===== src/rtl/mem_arb_pkg.sv =====
// Shared types and constants for the two-port memory arbiter and its RAM.
package mem_arb_pkg;

  localparam int DEF_AW = 8;
  localparam int DEF_DW = 8;

  localparam logic REQ_A = 1'b0;
  localparam logic REQ_B = 1'b1;

  typedef enum logic {
    INIT = 1'b0,
    RUN  = 1'b1
  } state_t;

endpackage


===== src/rtl/sp_ram.sv =====
// Single-port synchronous RAM with a registered read port; writes leave rdata untouched.
module sp_ram #(
  parameter int AW = 8,
  parameter int DW = 8
) (
  input  logic          clock,
  input  logic          en,
  input  logic          we,
  input  logic [AW-1:0] addr,
  input  logic [DW-1:0] wdata,
  output logic [DW-1:0] rdata
);

  logic [DW-1:0] mem [0:(2**AW)-1];

  always_ff @(posedge clock) begin
    if (en) begin
      if (we) begin
        mem[addr] <= wdata;
      end else begin
        rdata <= mem[addr];
      end
    end
  end

endmodule


===== src/rtl/mem_arbiter.sv =====
// Two-requester arbiter in front of sp_ram: fills mem[i]=i after reset, then
// serves A/B round-robin. Define ARB_FIXED_PRIO_EN to make A win every tie.
module mem_arbiter
  import mem_arb_pkg::*;
#(
  parameter int AW = DEF_AW,
  parameter int DW = DEF_DW
) (
  input  logic          clock,
  input  logic          rst_n,
  input  logic          a_req,
  input  logic          a_we,
  input  logic [AW-1:0] a_addr,
  input  logic [DW-1:0] a_wdata,
  output logic          a_gnt,
  output logic          a_rvalid,
  output logic [DW-1:0] a_rdata,
  input  logic          b_req,
  input  logic          b_we,
  input  logic [AW-1:0] b_addr,
  input  logic [DW-1:0] b_wdata,
  output logic          b_gnt,
  output logic          b_rvalid,
  output logic [DW-1:0] b_rdata,
  output logic          init_done
);

  state_t        state;
  logic [AW-1:0] init_cnt;
  logic [DW-1:0] init_data;
  logic          run;

  logic          ram_en;
  logic          ram_we;
  logic [AW-1:0] ram_addr;
  logic [DW-1:0] ram_wdata;
  logic [DW-1:0] ram_rdata;

  logic          rd_valid;
  logic          rd_owner;
  logic [DW-1:0] a_hold;
  logic [DW-1:0] b_hold;

  assign run       = (state == RUN);
  assign init_done = run;
  assign init_data = DW'(init_cnt);

  always_ff @(posedge clock or negedge rst_n) begin
    if (!rst_n) begin
      state    <= INIT;
      init_cnt <= '0;
    end else if (state == INIT) begin
      init_cnt <= init_cnt + 1'b1;
      if (init_cnt == {AW{1'b1}}) begin
        state <= RUN;
      end
    end
  end

`ifdef ARB_FIXED_PRIO_EN
  always_comb begin
    a_gnt = run & a_req;
    b_gnt = run & b_req & ~a_req;
  end
`else
  // last names the most recent winner; the other side wins a tie.
  logic last;

  always_comb begin
    a_gnt = run & a_req & (~b_req | (last == REQ_B));
    b_gnt = run & b_req & (~a_req | (last == REQ_A));
  end

  always_ff @(posedge clock or negedge rst_n) begin
    if (!rst_n) begin
      last <= REQ_B;
    end else if (a_gnt) begin
      last <= REQ_A;
    end else if (b_gnt) begin
      last <= REQ_B;
    end
  end
`endif

  always_comb begin
    ram_en    = 1'b0;
    ram_we    = 1'b0;
    ram_addr  = init_cnt;
    ram_wdata = init_data;
    if (state == INIT) begin
      ram_en = 1'b1;
      ram_we = 1'b1;
    end else if (a_gnt) begin
      ram_en    = 1'b1;
      ram_we    = a_we;
      ram_addr  = a_addr;
      ram_wdata = a_wdata;
    end else if (b_gnt) begin
      ram_en    = 1'b1;
      ram_we    = b_we;
      ram_addr  = b_addr;
      ram_wdata = b_wdata;
    end
  end

  sp_ram #(
    .AW(AW),
    .DW(DW)
  ) u_ram (
    .clock(clock),
    .en   (ram_en),
    .we   (ram_we),
    .addr (ram_addr),
    .wdata(ram_wdata),
    .rdata(ram_rdata)
  );

  always_ff @(posedge clock or negedge rst_n) begin
    if (!rst_n) begin
      rd_valid <= 1'b0;
      rd_owner <= REQ_A;
    end else begin
      rd_valid <= (a_gnt & ~a_we) | (b_gnt & ~b_we);
      rd_owner <= b_gnt ? REQ_B : REQ_A;
    end
  end

  // The RAM output is shared, so each side latches its word to hold it between reads.
  always_ff @(posedge clock or negedge rst_n) begin
    if (!rst_n) begin
      a_hold <= '0;
      b_hold <= '0;
    end else begin
      if (a_rvalid) a_hold <= ram_rdata;
      if (b_rvalid) b_hold <= ram_rdata;
    end
  end

  assign a_rvalid = rd_valid & (rd_owner == REQ_A);
  assign b_rvalid = rd_valid & (rd_owner == REQ_B);
  assign a_rdata  = a_rvalid ? ram_rdata : a_hold;
  assign b_rdata  = b_rvalid ? ram_rdata : b_hold;

endmodule


===== config.mk =====
export PLATFORM = sky130hd
export DESIGN_NAME = mem_arbiter
export DESIGN_NICKNAME = d
export VERILOG_FILES = /design/src/rtl/mem_arb_pkg.sv /design/src/rtl/sp_ram.sv /design/src/rtl/mem_arbiter.sv
export SDC_FILE = /design/constraint.sdc
export NUM_CORES = 2
export LEC_CHECK = 0
export BUFFER_PORTS_ARGS = -buffer_cell sky130_fd_sc_hd__buf_4
export CAP_MARGIN = 15
export CORE_MARGIN = 4
export CORE_UTILIZATION = 57
export DETAILED_ROUTE_END_ITERATION = 12
export PLACE_DENSITY = 0.85
export SLEW_MARGIN = 20
export SYNTH_ARGS = -nofsm -noshare
export SYNTH_HDL_FRONTEND = slang
export SYNTH_SLANG_ARGS = --single-unit

===== constraint.sdc =====
create_clock -name clock -period 12.3 [get_ports clock]
set_input_delay 1.23 -clock clock [delete_from_list [all_inputs] [get_ports clock]]
set_output_delay 1.23 -clock clock [all_outputs]
set_load 0.05 [all_outputs]

== Word-level counts from Yosys, hierarchy flattened ==
Memory sizes are Yosys's and may differ from the RTL's. A register that Yosys moved wholly into a read port is not among the register bits.
Index checks and enable logic that the tools add are counted.

* Register bits after elaboration: 28
* RAM bits: 2,048
* Input bits: 38
* Output and inout port bits: 21
* Logic and storage cells: 51
* Memories: 1

{| class="wikitable"
|+ Memories
! memory !! words !! bits a word !! rd ports !! clocked after memory_dff !! wr ports !! RTL line !! RTL
|-
| u_ram.mem || 256 || 8 || 1 || 1 || 1 || sp_ram.sv:14 || <nowiki>logic [DW-1:0] mem [0:(2**AW)-1];</nowiki>
|}

* Add/sub/neg operators: 1
* Equality and inequality tests: 1
* Multiplexer cells: 21
* Bitwise gates (word level): 18
* Reductions and logical operators: 2

{| class="wikitable"
|+ Operators with widths
! operator !! count
|-
| $mux W8 || 8
|-
| $mux W1 || 13
|-
| $add A8 B1 Y8 const B || 1
|-
| $and A1 B1 Y1 || 8
|-
| $eq A8 B8 Y1 const B || 1
|-
| $not A1 Y1 || 7
|-
| $or A1 B1 Y1 || 3
|-
| $reduce_and A2 Y1 || 1
|-
| $reduce_bool A2 Y1 || 1
|}

== Depth between registers and ports, before layout ==
* Word-level depth: 9
* Mapped depth: 14
* Mapped depth without buffers: 10

== By module ==
Synthesis repeated with hierarchy kept, for this count alone.

* Cells, all modules: 3,635
* Area total of the unflattened synthesis: 79,787.8 sq um

{| class="wikitable"
|+ By module, submodules not included
! module !! times used !! cells each !! area an instance (sq um) !! seq. area each (sq um)
|-
| sp_ram || 1 || 3,526 || 78,376.4 || 61,739.2
|-
| mem_arbiter || 1 || 109 || 1,411.4 || 701.9
|}

== Least setup slack after synthesis ==
OpenSTA, ideal clock, no wires.

* Kind: input to register
* Start: in b_req
* End: mem u_ram.mem[0][4] (data pin)
* Library setup time: 2.101 ns
* Arrival time: 11.717 ns
* Data required time: 10.199 ns
* Slack: -1.518 ns
* Stages: 6
* Buffers on the path: 2
* Cells stage by stage: nor2b_1 -> buf_6 -> or2_2 -> clkbuf_1 -> nor2_1 -> nor3_1

* Longest elaborated chain between the ends: 5
* Elaborated cells between the ends (all ways): 8
* Classes of those cells: mux: 3; bitwise: 5

{| class="wikitable"
|+ Ends and longest elaborated chain
! what !! RTL line !! RTL
|-
| start, declared || mem_arbiter.sv:18 || <nowiki>input logic b_req,</nowiki>
|-
| $and A1 B1 Y1 / $not A1 Y1 (equally long branches) || mem_arbiter.sv:71, mem_arbiter.sv:70 ||
|-
| $and A1 B1 Y1 / $or A1 B1 Y1 (equally long branches) || mem_arbiter.sv:71, mem_arbiter.sv:70 ||
|-
| $mux W8 / $and A1 B1 Y1 (equally long branches) || mem_arbiter.sv:98, mem_arbiter.sv:70 ||
|-
| $mux W8 (*) || mem_arbiter.sv:93 || <nowiki>end else if (a_gnt) begin</nowiki>
|-
| $mux W8 (*) || mem_arbiter.sv:90 || <nowiki>if (state == INIT) begin</nowiki>
|-
| net ram_wdata[4] || mem_arbiter.sv:36 || <nowiki>logic [DW-1:0] ram_wdata;</nowiki>
|-
| end, declared || sp_ram.sv:14 ||
|}

The timed path passes the listed nets; every way through them passes the cells marked *.

== Worst setup path in the final report ==
* Start: reg state, in the netlist init_done
* End: reg u_ram.rdata[4], read port of u_ram.mem (data pin)

* Longest elaborated chain between the ends: 7
* Elaborated cells between the ends (all ways): 15
* Classes of those cells: mux: 9; bitwise: 5; reduce/logical: 1

{| class="wikitable"
|+ Ends and longest elaborated chain
! what !! RTL line !! RTL
|-
| start, declared || mem_arbiter.sv:28 || <nowiki>state_t state;</nowiki>
|-
| start signal, assigned || mem_arbiter.sv:50 || <nowiki>state <= INIT;</nowiki>
|-
| start signal, assigned || mem_arbiter.sv:55 || <nowiki>state <= RUN;</nowiki>
|-
| $and A1 B1 Y1 (2 in series) || mem_arbiter.sv:71 || <nowiki>b_gnt = run & b_req & (~a_req | (last == REQ_A));</nowiki>
|-
| $mux W1 || mem_arbiter.sv:98 || <nowiki>end else if (b_gnt) begin</nowiki>
|-
| $mux W1 || mem_arbiter.sv:93 ||
|-
| $mux W1 || mem_arbiter.sv:90 ||
|-
| $not A1 Y1 (no source line) || n/a ||
|-
| $reduce_and A2 Y1 (no source line) || n/a ||
|-
| end, declared || sp_ram.sv:11 || <nowiki>output logic [DW-1:0] rdata</nowiki>
|}

Several ways; a longest one is shown, not always the timed one.
A chain may end at the register's enable or synchronous reset.

==> flow_summary.json <==
{
  "areaGrowthSynthToFinish_pct": 9.99,
  "port_buffers": 58,
  "setup_viol": 0,
  "cpPeakStageDelay_ps": 800,
  "fin_crit_ps": 6550,
  "post-route-util": 0.633,
  "worst_pin_slew_ps": 1200,
  "cp_max_fo": 110,
  "worstPathArrival_ps": 7090,
  "std_cell_rows": 138,
  "post_cts_buffers": 0,
  "timing.final.crit_share": 0.532,
  "cp-start-kind": "flop",
  "ys_types": 62,
  "syn_nets": 5608,
  "n_fill_cell": 9321,
  "cts.clk_slew.worst_paths_ps": 60,
  "htreeDepth": 4,
  "layout_common_cells": "edfxtp_1 (2056), nand2_1 (1103), mux2i_1 (481)",
  "multi_input_area_sq_mm": 0.0178,
  "cts_hold_buffers": 0,
  "place_inst": 7234,
  "numCtsBuffers": 191,
  "vias_per_cell": 6.62,
  "place_area_sq_mm": 0.0838,
  "dieArea_sq_mm": 0.150,
  "crit_top_cell": "buf_4",
  "antenna_found_initial": 3,
  "ctsResizeCount": 0,
  "worst_path_max_delay_cell": "o21a_1",
  "cap_violations": 0,
  "final_common_cell": "edfxtp_1",
  "place_congestion": 0.915,
  "r2r_cells": 13,
  "grt_pass1_wl_um": 317000,
  "grt_pass1_vias": 48899,
  "clock_latency_ps": 830,
  "drt_iter0_drc": 8206,
  "reg2reg_from": "init_done",
  "hold_violations": 0,
  "cp_data_required_time_ps": 12840,
  "cts.sinks": 2084,
  "core_sq_mm": 0.142,
  "fin_area_sq_mm": 0.0899,
  "grt_use_total": 0.282,
  "layout.nets": 5578,
  "finClkSkew_ps": 26.5,
  "slew_headroom": 0.200,
  "regArea_sq_mm": 0.0624,
  "syn_avg_cell_area_sq_um": 14.7,
  "synth_seq_cells": 2084,
  "power.leakage_uw": 0.0266,
  "cts_tree": "done",
  "dieHeight_um": 387,
  "fp.dieW_um": 387,
  "antenna_left": 0,
  "worstSetupEndpointType": "flop",
  "syn_inst": 5569,
  "ir_drop_uv": 152,
  "grt_setup_unrepaired": "false",
  "floorplan.initialDensity": 0.576,
  "holdCritPathClass": "in -> async",
  "grt-ovfl-total": 0,
  "dr.pass1.iters": 8,
  "max_freq_mhz": 153,
  "r2r-end": "u_ram.rdata[4]",
  "ys_seq_area_frac": 0.764,
  "vias": 50254,
  "r2r_setup_slack_ps": 5750,
  "drc": 0,
  "synth_edf_count": 2056,
  "yosys_most_used_dff": "edfxtp_1",
  "grt_max_degree": 221,
  "drive_gt1_frac": 0.0787,
  "final_max_slew_viol_count": 0,
  "outcome": "complete, no violations",
  "cts-root-buf": "clkbuf_16",
  "drt_wl_total_um": 216000,
  "yosysWarnings": 0,
  "powerDensity_mw_per_mm2": 150,
  "stdcell_count": 7589,
  "wl_per_cell_um": 28.5,
  "worst-setup-path-type": "reg -> reg",
  "cp_cell_sequence": "buf_4 -> o21a_1 -> o32a_1 -> nand2_8 -> buf_4 -> buf_4 -> buf_16 -> nand2_1 -> a21oi_1 -> nor4_1 -> o21ai_0 -> nor3_1 -> nor4_1",
  "synthesis.area_sq_mm": 0.0817,
  "hpwl_um": 122000,
  "ios": 59,
  "async_flop_share": 0.0134,
  "setup_tns_ps": 0,
  "cts_buffer_depth": 3
}
==> synthesized netlist by cell type, types with 13 or more instances <==
| cell type | instances | area share |
|---|---|---|
| o21ai_0 | 123 | 0.0075 |
| edfxtp_1 | 2056 | 0.76 |
| nand3_1 | 327 | 0.020 |
| nor4_1 | 36 | 0.0028 |
| mux2i_1 | 481 | 0.059 |
| buf_4 | 33 | 0.0030 |
| buf_1 | 28 | 0.0013 |
| mux2_2 | 19 | 0.0026 |
| o22ai_1 | 201 | 0.015 |
| nor3_1 | 35 | 0.0021 |
| clkbuf_1 | 160 | 0.0073 |
| nor2_1 | 286 | 0.013 |
| nand4_1 | 158 | 0.012 |
| nand2_1 | 1105 | 0.051 |
| buf_2 | 132 | 0.0081 |
| a21oi_1 | 124 | 0.0076 |
| a32oi_1 | 99 | 0.011 |
| o21ai_1 | 13 | 0.00080 |
| a31oi_1 | 35 | 0.0027 |
| dfrtp_1 | 27 | 0.0083 |
==> worst max-delay path, delay by kind of cell (launching register included) <==
family / cells / cell delay (ps)
AOI/OAI and AO/OA: 4 / 1870
buffers and inverters: 4 / 1660
and+or+nand+nor: 5 / 2180
DFF: 1 / 320
==> worst max path at each step <==
stage,startpoint,end,slack [ps],cells after the start
after floorplan,b_req,u_ram.mem[0][2],2910,6
after global placement,b_req,u_ram.rdata[1],5470,12
after detailed placement,b_req,u_ram.rdata[1],5410,12
after CTS,init_done,u_ram.rdata[1],6130,12
after global routing,init_done,u_ram.rdata[4],5640,13
final,init_done,u_ram.rdata[4],5750,13
==> registers in the layout (all words and copies together), names as in the netlist <==
name         cells
rd_valid         1
rd_owner         1
b_hold           8
u_ram.mem     2048
a_hold           8
u_ram.rdata      8
init_cnt         8
last             1
init_done        1
==> per-stage QoR <==
step | power, uW | setup WS [ps] | hold WS (ps)
3_5_place_dp | 7850 | 5410 | 483
3_3_place_gp | 7850 | 5470 | 477
4_1_cts | 13500 | 6130 | 403
2_1_floorplan | 7830 | 2910 | 486
5_1_grt | 13800 | 5640 | 443
6_report | 13500 | 5750 | 456
==> power breakdown <==
group / switching, uW / internal, uW
Clock: 2590 / 3200
Sequential: 0 / 7680
Combinational: 14.5 / 8.64
==> layout make-up <==
type	count	share of cell area
sequential	2084	0.695
multi-input combinational	3120	0.198
clock buffer	252	0.0565
tap	1890	0.0263
timing repair buffer	133	0.0133
clock inverter	98	0.0107
inverter	9	0.000376
antenna	3	0.0000835
==> per-layer routing <==
layer,global-route usage,routed length (um),up-vias
met2,0.433,98900,3922
li1,-,-,21024
met4,0.144,12900,4
met5,0,182,-
met3,0.0928,31300,660
met1,0.363,73200,24644
==> cells by family (layout without fill, tap and decap cells) <==
kind of cell             count (synthesis)  count (layout)  share of synthesized area
AO/OA/AOI/OAI                          636             636                     0.0496
adder cells (fa/ha/maj)                  1               1                   0.000153
buffers and inverters                  365             492                     0.0206
other                                    0               3                          0
flip-flops                            2084            2084                      0.764
AND/OR/NAND/NOR                       1975            1975                      0.103
XOR/XNOR                                 7               7                   0.000750
multiplexers                           501             501                     0.0617
Power figures use the tool's default switching activity.
